## config.mk

```make
export PLATFORM = sky130hd
export DESIGN_NAME = temporal_buffer_ctrl
export DESIGN_NICKNAME = d
export VERILOG_FILES = /design/src/rtl/temporal_buffer_ctrl.sv
export SDC_FILE = /design/constraint.sdc
export NUM_CORES = 1
export LEC_CHECK = 0
export ABC_AREA = 1
export CORE_MARGIN = 2
export CORE_UTILIZATION = 38
export DETAILED_ROUTE_END_ITERATION = 12
export GPL_TIMING_DRIVEN = 0
export PLACE_DENSITY = 0.76
export SLEW_MARGIN = 5
export SYNTH_ARGS = -nofsm -noshare
export SYNTH_HDL_FRONTEND = slang
export SYNTH_SLANG_ARGS = --single-unit
```

## constraint.sdc

```tcl
create_clock -name clk -period 1.4 [get_ports clk]
set_input_delay 0.28 -clock clk [delete_from_list [all_inputs] [get_ports clk]]
set_output_delay 0.28 -clock clk [all_outputs]
set_load 0.02 [all_outputs]
```

## src/rtl/temporal_buffer_ctrl.sv

```systemverilog
// rtl/temporal_buffer_ctrl.sv - sequencing controller for the temporal buffer datapath
module temporal_buffer_ctrl #(
    parameter int NSAT                  = 3,
    parameter int LITERAL_ADDRESS_WIDTH = 11,
    parameter int NSAT_BITS             = 2,
    localparam int LW                   = LITERAL_ADDRESS_WIDTH + 1
) (
    input  logic                   clk,
    input  logic                   reset,
    input  logic                   start_i,
    input  logic                   entry_valid_i,
    output logic                   entry_ready_o,
    input  logic [LW-1:0]          entry_literal_i,
    input  logic [(NSAT-1)*LW-1:0] entry_clause_lits_i,
    input  logic                   entry_broken_i,
    input  logic                   sel_valid_i,
    output logic                   sel_ready_o,
    input  logic [NSAT_BITS-1:0]   sel_index_i,
    output logic [NSAT_BITS-1:0]   tb_write_index_o,
    output logic [LW-1:0]          tb_flipped_literal_o,
    output logic [(NSAT-1)*LW-1:0] tb_clause_lits_o,
    output logic [NSAT_BITS-1:0]   tb_read_index_o,
    output logic [NSAT-1:0]        row_valid_o,
    output logic [NSAT-1:0]        row_broken_o,
    output logic                   clause_valid_o,
    input  logic                   clause_ready_i,
    output logic                   done_o,
    output logic                   err_o,
    output logic                   busy_o
);

    typedef enum logic [2:0] {
        S_IDLE   = 3'd0,
        S_FILL   = 3'd1,
        S_SELECT = 3'd2,
        S_READ   = 3'd3,
        S_OUT    = 3'd4
    } state_t;

    localparam logic [NSAT_BITS-1:0] LAST_ROW = NSAT_BITS'(NSAT - 1);
    localparam logic [NSAT_BITS:0]   NSAT_EXT = (NSAT_BITS + 1)'(NSAT);

    state_t                   state_q, state_d;
    logic [NSAT_BITS-1:0]     cnt_q, cnt_d;
    logic [NSAT_BITS-1:0]     wr_idx_q, wr_idx_d;
    logic [NSAT_BITS-1:0]     rd_idx_q, rd_idx_d;
    logic [LW-1:0]            flip_q, flip_d;
    logic [(NSAT-1)*LW-1:0]   lits_q, lits_d;
    logic [NSAT-1:0]          row_valid_q, row_valid_d;
    logic [NSAT-1:0]          row_broken_q, row_broken_d;
    logic                     done_q, done_d;
    logic                     err_q, err_d;

    // Row flags padded to the full index range so an out-of-range selection reads as "not written"
    logic [2**NSAT_BITS-1:0]  valid_pad;
    logic [2**NSAT_BITS-1:0]  broken_pad;
    logic                     sel_legal;

    // Next-state, datapath register updates and handshake readies
    always_comb begin
        state_d       = state_q;
        cnt_d         = cnt_q;
        wr_idx_d      = wr_idx_q;
        rd_idx_d      = rd_idx_q;
        flip_d        = flip_q;
        lits_d        = lits_q;
        row_valid_d   = row_valid_q;
        row_broken_d  = row_broken_q;
        done_d        = 1'b0;
        err_d         = 1'b0;
        entry_ready_o = 1'b0;
        sel_ready_o   = 1'b0;

        valid_pad                = '0;
        valid_pad[NSAT-1:0]      = row_valid_q;
        broken_pad               = '0;
        broken_pad[NSAT-1:0]     = row_broken_q;
        sel_legal = ({1'b0, sel_index_i} < NSAT_EXT) && valid_pad[sel_index_i];

        case (state_q)
            S_IDLE: begin
                if (start_i) begin
                    row_valid_d  = '0;
                    row_broken_d = '0;
                    cnt_d        = '0;
                    state_d      = S_FILL;
                end
            end
            S_FILL: begin
                entry_ready_o = 1'b1;
                if (entry_valid_i) begin
                    wr_idx_d            = cnt_q;
                    flip_d              = entry_literal_i;
                    lits_d              = entry_clause_lits_i;
                    row_valid_d[cnt_q]  = 1'b1;
                    row_broken_d[cnt_q] = entry_broken_i;
                    if (cnt_q == LAST_ROW) begin
                        state_d = S_SELECT;
                    end else begin
                        cnt_d = cnt_q + NSAT_BITS'(1);
                    end
                end
            end
            S_SELECT: begin
                sel_ready_o = 1'b1;
                if (sel_valid_i) begin
                    if (!sel_legal) begin
                        err_d   = 1'b1;
                        done_d  = 1'b1;
                        state_d = S_IDLE;
                    end else begin
                        rd_idx_d = sel_index_i;
                        if (broken_pad[sel_index_i]) begin
                            state_d = S_READ;
                        end else begin
                            done_d  = 1'b1;
                            state_d = S_IDLE;
                        end
                    end
                end
            end
            S_READ: begin
                // Buffer registers clause_o at the end of this cycle
                state_d = S_OUT;
            end
            S_OUT: begin
                if (clause_ready_i) begin
                    done_d  = 1'b1;
                    state_d = S_IDLE;
                end
            end
            default: begin
                state_d = S_IDLE;
            end
        endcase
    end

    // State and datapath registers; reset aborts any evaluation in progress
    always_ff @(posedge clk) begin
        if (reset) begin
            state_q      <= S_IDLE;
            cnt_q        <= '0;
            wr_idx_q     <= '0;
            rd_idx_q     <= '0;
            flip_q       <= '0;
            lits_q       <= '0;
            row_valid_q  <= '0;
            row_broken_q <= '0;
            done_q       <= 1'b0;
            err_q        <= 1'b0;
        end else begin
            state_q      <= state_d;
            cnt_q        <= cnt_d;
            wr_idx_q     <= wr_idx_d;
            rd_idx_q     <= rd_idx_d;
            flip_q       <= flip_d;
            lits_q       <= lits_d;
            row_valid_q  <= row_valid_d;
            row_broken_q <= row_broken_d;
            done_q       <= done_d;
            err_q        <= err_d;
        end
    end

    assign tb_write_index_o     = wr_idx_q;
    assign tb_flipped_literal_o = flip_q;
    assign tb_clause_lits_o     = lits_q;
    assign tb_read_index_o      = rd_idx_q;
    assign row_valid_o          = row_valid_q;
    assign row_broken_o         = row_broken_q;
    assign clause_valid_o       = (state_q == S_OUT);
    assign done_o               = done_q;
    assign err_o                = err_q;
    assign busy_o               = (state_q != S_IDLE);

endmodule
```

======== Word-level counts from Yosys, hierarchy flattened ========
Index checks and enable logic that the tools add are counted.
storage, ports and cells
  bits in registers ....................... 53
  output and inout port bits .............. 52
operators by class
  add/sub/neg operators ................... 1
  magnitude comparators ................... 4
  equal/unequal tests ..................... 11
  mux-type cells .......................... 32
  bitwise operators ....................... 3
  reductions and logical operators ........ 11
operator list
  operator                                                     count
  2-to-1 mux 3 bit                                             8
  one-hot mux 3 bit (5 select lines)                           1
  one-hot mux 3 bit (2 select lines)                           2
  2-to-1 mux 1 bit                                             10
  2-to-1 mux 2 bit                                             5
  != test 2 bit (second input constant)                        5
  == test 3 x 2 -> 1 bit (second input constant)               2
  less-than comparator 2 x 3 -> 1 bit (second input constant)  2
  AND reduction 3 bit                                          2
  AND reduction 5 bit                                          1
  binary-select mux 1 bit (select 2 bit)                       2
  one-hot mux 2 bit (2 select lines)                           1
  AND reduction 4 bit                                          1
  bitwise mux 3 bit                                            1
  == test 3 x 1 -> 1 bit (second input constant)               1
  == test 3 bit (second input constant)                        1
  logical NOT 3 bit                                            1
  OR 3 bit                                                     1
  nonzero test 3 bit                                           1
  OR reduction 3 bit                                           1
  adder 2 x 1 -> 2 bit (second input constant)                 1
  demux 1 bit (select 2 bit)                                   1
  == test 2 bit (second input constant)                        1
  >= comparator 2 x 1 -> 1 bit (second input constant)         1
  other kinds (7)                                              9

======== Depth between registers and ports, before layout ========
  word-level depth ........................ 7
  gate-level depth with buffers ........... 10
  mapped depth without buffers ............ 10

======== Least setup slack after synthesis ========
No wires, ideal clock.
  path type ............................... flip-flop to flip-flop
  from .................................... reg state_q[2]
  to ...................................... reg done_q (netlist: done_o)
  library setup time ...................... 0.070 ns
  arrival ................................. 1.257 ns
  slack ................................... 0.073 ns
  cell stages (with the launch flop) ...... 5
  buffers on the path ..................... 0
  period minus slack after synthesis ...... 1.327 ns
  cells stage by stage .................... dfxtp_1 -> inv_1 -> nor3_1 -> nand2_1 -> a21oi_1
between the ends
  word-level cells in the longest chain between the ends .. 2
RTL lines
  what                                RTL line  RTL
  from (decl)                         43        state_t state_q, state_d;
  from (signal assigned)              152       state_q <= state_d;
  == test 3 bit                       --
  via clause_valid_o                  25        output logic clause_valid_o,
  one-hot mux 1 bit (2 select lines)  80        case (state_q)
  to (signal assigned)                160       done_q <= done_d;
  to (decl)                           51        logic done_q, done_d;
The timed path passes the listed nets, and every way through them passes these cells.
A chain may end at the register's enable or synchronous reset.

======== Worst setup path in the final report ========
  from .................................... reg state_q[2]
  to ...................................... out entry_ready_o
between the ends
  word-level cells in the longest chain between the ends .. 2
RTL lines
  what                    RTL line  RTL
  == test 3 x 1 -> 1 bit  80
  2-to-1 mux 1 bit        80
  to (decl)               12        output logic entry_ready_o,
No other way between the ends.

==> reports/metrics.yaml <==
synth_top_area_share_pct: 47.7
ant_nets: 0
fp.dieArea_mm2: 0.00648
rsz0062_at_grt: "yes"
maxCapViolCount: 0
dp.cells: 463
first_global_vias: 2224
synth.largest_area_cell: "dfxtp_1"
final_common_cell: "nand2_1"
dpl_worst_slack_ns: -0.559
clockRootBuffer: "clkbuf_8"
fin_nets: 462
worstHoldPathCells: 2
grt.busiest_layer: "met2"
core_mm2: 0.00557
ys_types: 26
avgRoutedWirePerCell_um: 13.2
grt_max_degree: 16
slew-limit-headroom_pct: 66.0
r2r_slack_ns: 0
crit_path_end_kind: "primary output"
required_ns: 1.12
period_share_pct: 105
path_clk_slew_ns: 0.10
stdcell_area_mm2: 0.00358
die_y_um: 80.5
violations: "setup timing"
max_slew.worst_pin.slew_ns: 0.509
grt_use_met3_pct: 5.51
fin_cells: 486
syn-num-nets: 343
synthCells: 295
use_met1_pct: 25.0
startpoint_type: "register"
first_pass_iters: 4
vias: 2379
cp_max_fo: 5
num_rows: 27
dpl.hpwl_um: 4410
grt.overflow.total: 0
drive_above_1_share_pct: 18.4
power_density_mw_per_mm2: 1610
setup_tns_ns: -0.133
antenna_cells: 0
drc: 0
htree_levels: 2
post-route-min-period_ns: 1.47
ir_worst_vdd_mv: 0.673
p_leak_uw: 0.00161
grt_use_total_pct: 19.5
vias_per_cell: 4.90
place_congestion: 0.745
max_freq_ghz: 0.682
place_area_mm2: 0.00327
cts_buffer_depth: 2
io_pins: 97
hold_viol: 0
ctsHoldBuffers: 0
synth_seq_cells: 53
yosysWarnings: 0
crit_arrival_ns: 1.19
grtUsageMet2_pct: 32.5
slew_violations: 0
report.final.setup_viol: 5
synth_area_leaders: "dfxtp_1 (48%), nand3_1 (11%), a21oi_1 (11%)"
initial_core_util_pct: 39.9
port_buffers: 96
status: "finished with violations"
cts.sinks: 53
die_w_um: 80.5
antenna_found_initial: 0
routed_wl_um: 6420
worst_slack_ns: -0.0672
fin_skew_ns: 0.0105
avgSynthCellArea_um2: 7.54
ys_seq_area_share_pct: 47.7
min_path_type: "reg -> reg"
grt_pass1_wl_um: 10000
clkLatencyLatePin_ns: 0.31
final_cell_mix: "nand2_1 (62), nand3_1 (49), dfxtp_1 (48), dlygate4sd2_1 (48), a21oi_1 (47)"
worstSetupPathType: "reg -> out"
syn_to_final_growth_pct: 61.2
reg2regPathDepth: 10
first_iter_violations: 118
cts_tree: "built"
numCtsBuffers: 5
syn_area_mm2: 0.00222
fill_cells: 526
layer usage:
layer | wire (µm) | share of wire (%)
met2 | 3070 | 48
met5 | 0 | 0
met1 | 2820 | 44
met4 | 30 | 0.47
met3 | 500 | 7.8
critical path: stages (launching register included):
cell and delay, ns:
dfxtp_4 0.37, nor2_4 0.14, nand2_4 0.08, inv_2 0.07
buf_6 0.11, buf_6 0.11
path summary, 6_finish.rpt:
kind | startpoint | end
min reg2reg | tb_clause_lits_o[14] | tb_clause_lits_o[14]
max reg2reg | state_q[1] | cnt_q[1]
min | tb_clause_lits_o[14] | tb_clause_lits_o[14]
max | state_q[2] | entry_ready_o
report_power, final:
| group | internal [µW] | switching, µW |
|---|---|---|
| registers | 1750 | 146 |
| logic | 1300 | 1670 |
| clock network | 393 | 517 |
cell type report:
cell class	instances	area (µm²)	area share (%)
multi-input cells	202	1080	30.2
flip-flops and latches	53	1070	29.9
clock inverters	1	7.51	0.209
inverters	22	82.6	2.30
plain buffers	18	131	3.67
repair buffers	112	1030	28.8
well taps	72	90.1	2.51
clock buffers	6	82.6	2.30
cells by family (layout without fill, tap and decap cells):
logic type / after synthesis / count (layout) / share of synthesized area (%)
compound gates: 56 / 56 / 12.9
simple gates: 143 / 143 / 29.8
buf+inv: 40 / 159 / 7.88
flops: 53 / 53 / 47.7
fa+ha+maj: 3 / 3 / 1.69
flip-flops by register name, indices dropped and copies added, names as in the netlist:
name / count
cnt_q: 2
tb_read_index_o: 2
row_broken_o: 3
tb_flipped_literal_o: 12
tb_clause_lits_o: 24
done_o: 1
tb_write_index_o: 2
err_o: 1
state_q: 3
row_valid_o: 3
cell usage after synthesis:
cell type and instances:
clkbuf_1 6, nand3b_1 1, nand3_1 50, nand4_1 3, buf_2 5, nor3_1 1, nor4_1 1, nor2_1 12
buf_1 2, a21oi_1 48, buf_4 5, o21bai_1 1, o21ai_1 2, ha_1 3, dfxtp_1 53, nand2_1 63
nand3b_2 1, nand2_2 6, inv_1 19, nand3_2 1, clkinv_1 1, nor2_4 2, inv_2 2, nor2_2 2
o21ai_0 4, o21ai_2 1
metrics by stage:
stage	util, %	hold WS (ns)	total power, µW
2_1_floorplan	-	0.429	3390
3_5_place_dp	58.7	0.454	4250
5_1_grt	64.3	0.475	6140
3_3_place_gp	58.7	0.447	4200
4_1_cts	61.2	0.466	5330
6_report	64.3	0.465	5780
timing repair:
item                                    CTS  global route
endpoints found under the setup margin   90            44
setup buffers                             7             9
gates resized for setup                  92            36
pin swaps                                 2             7
(Power assumes the default switching activity.)
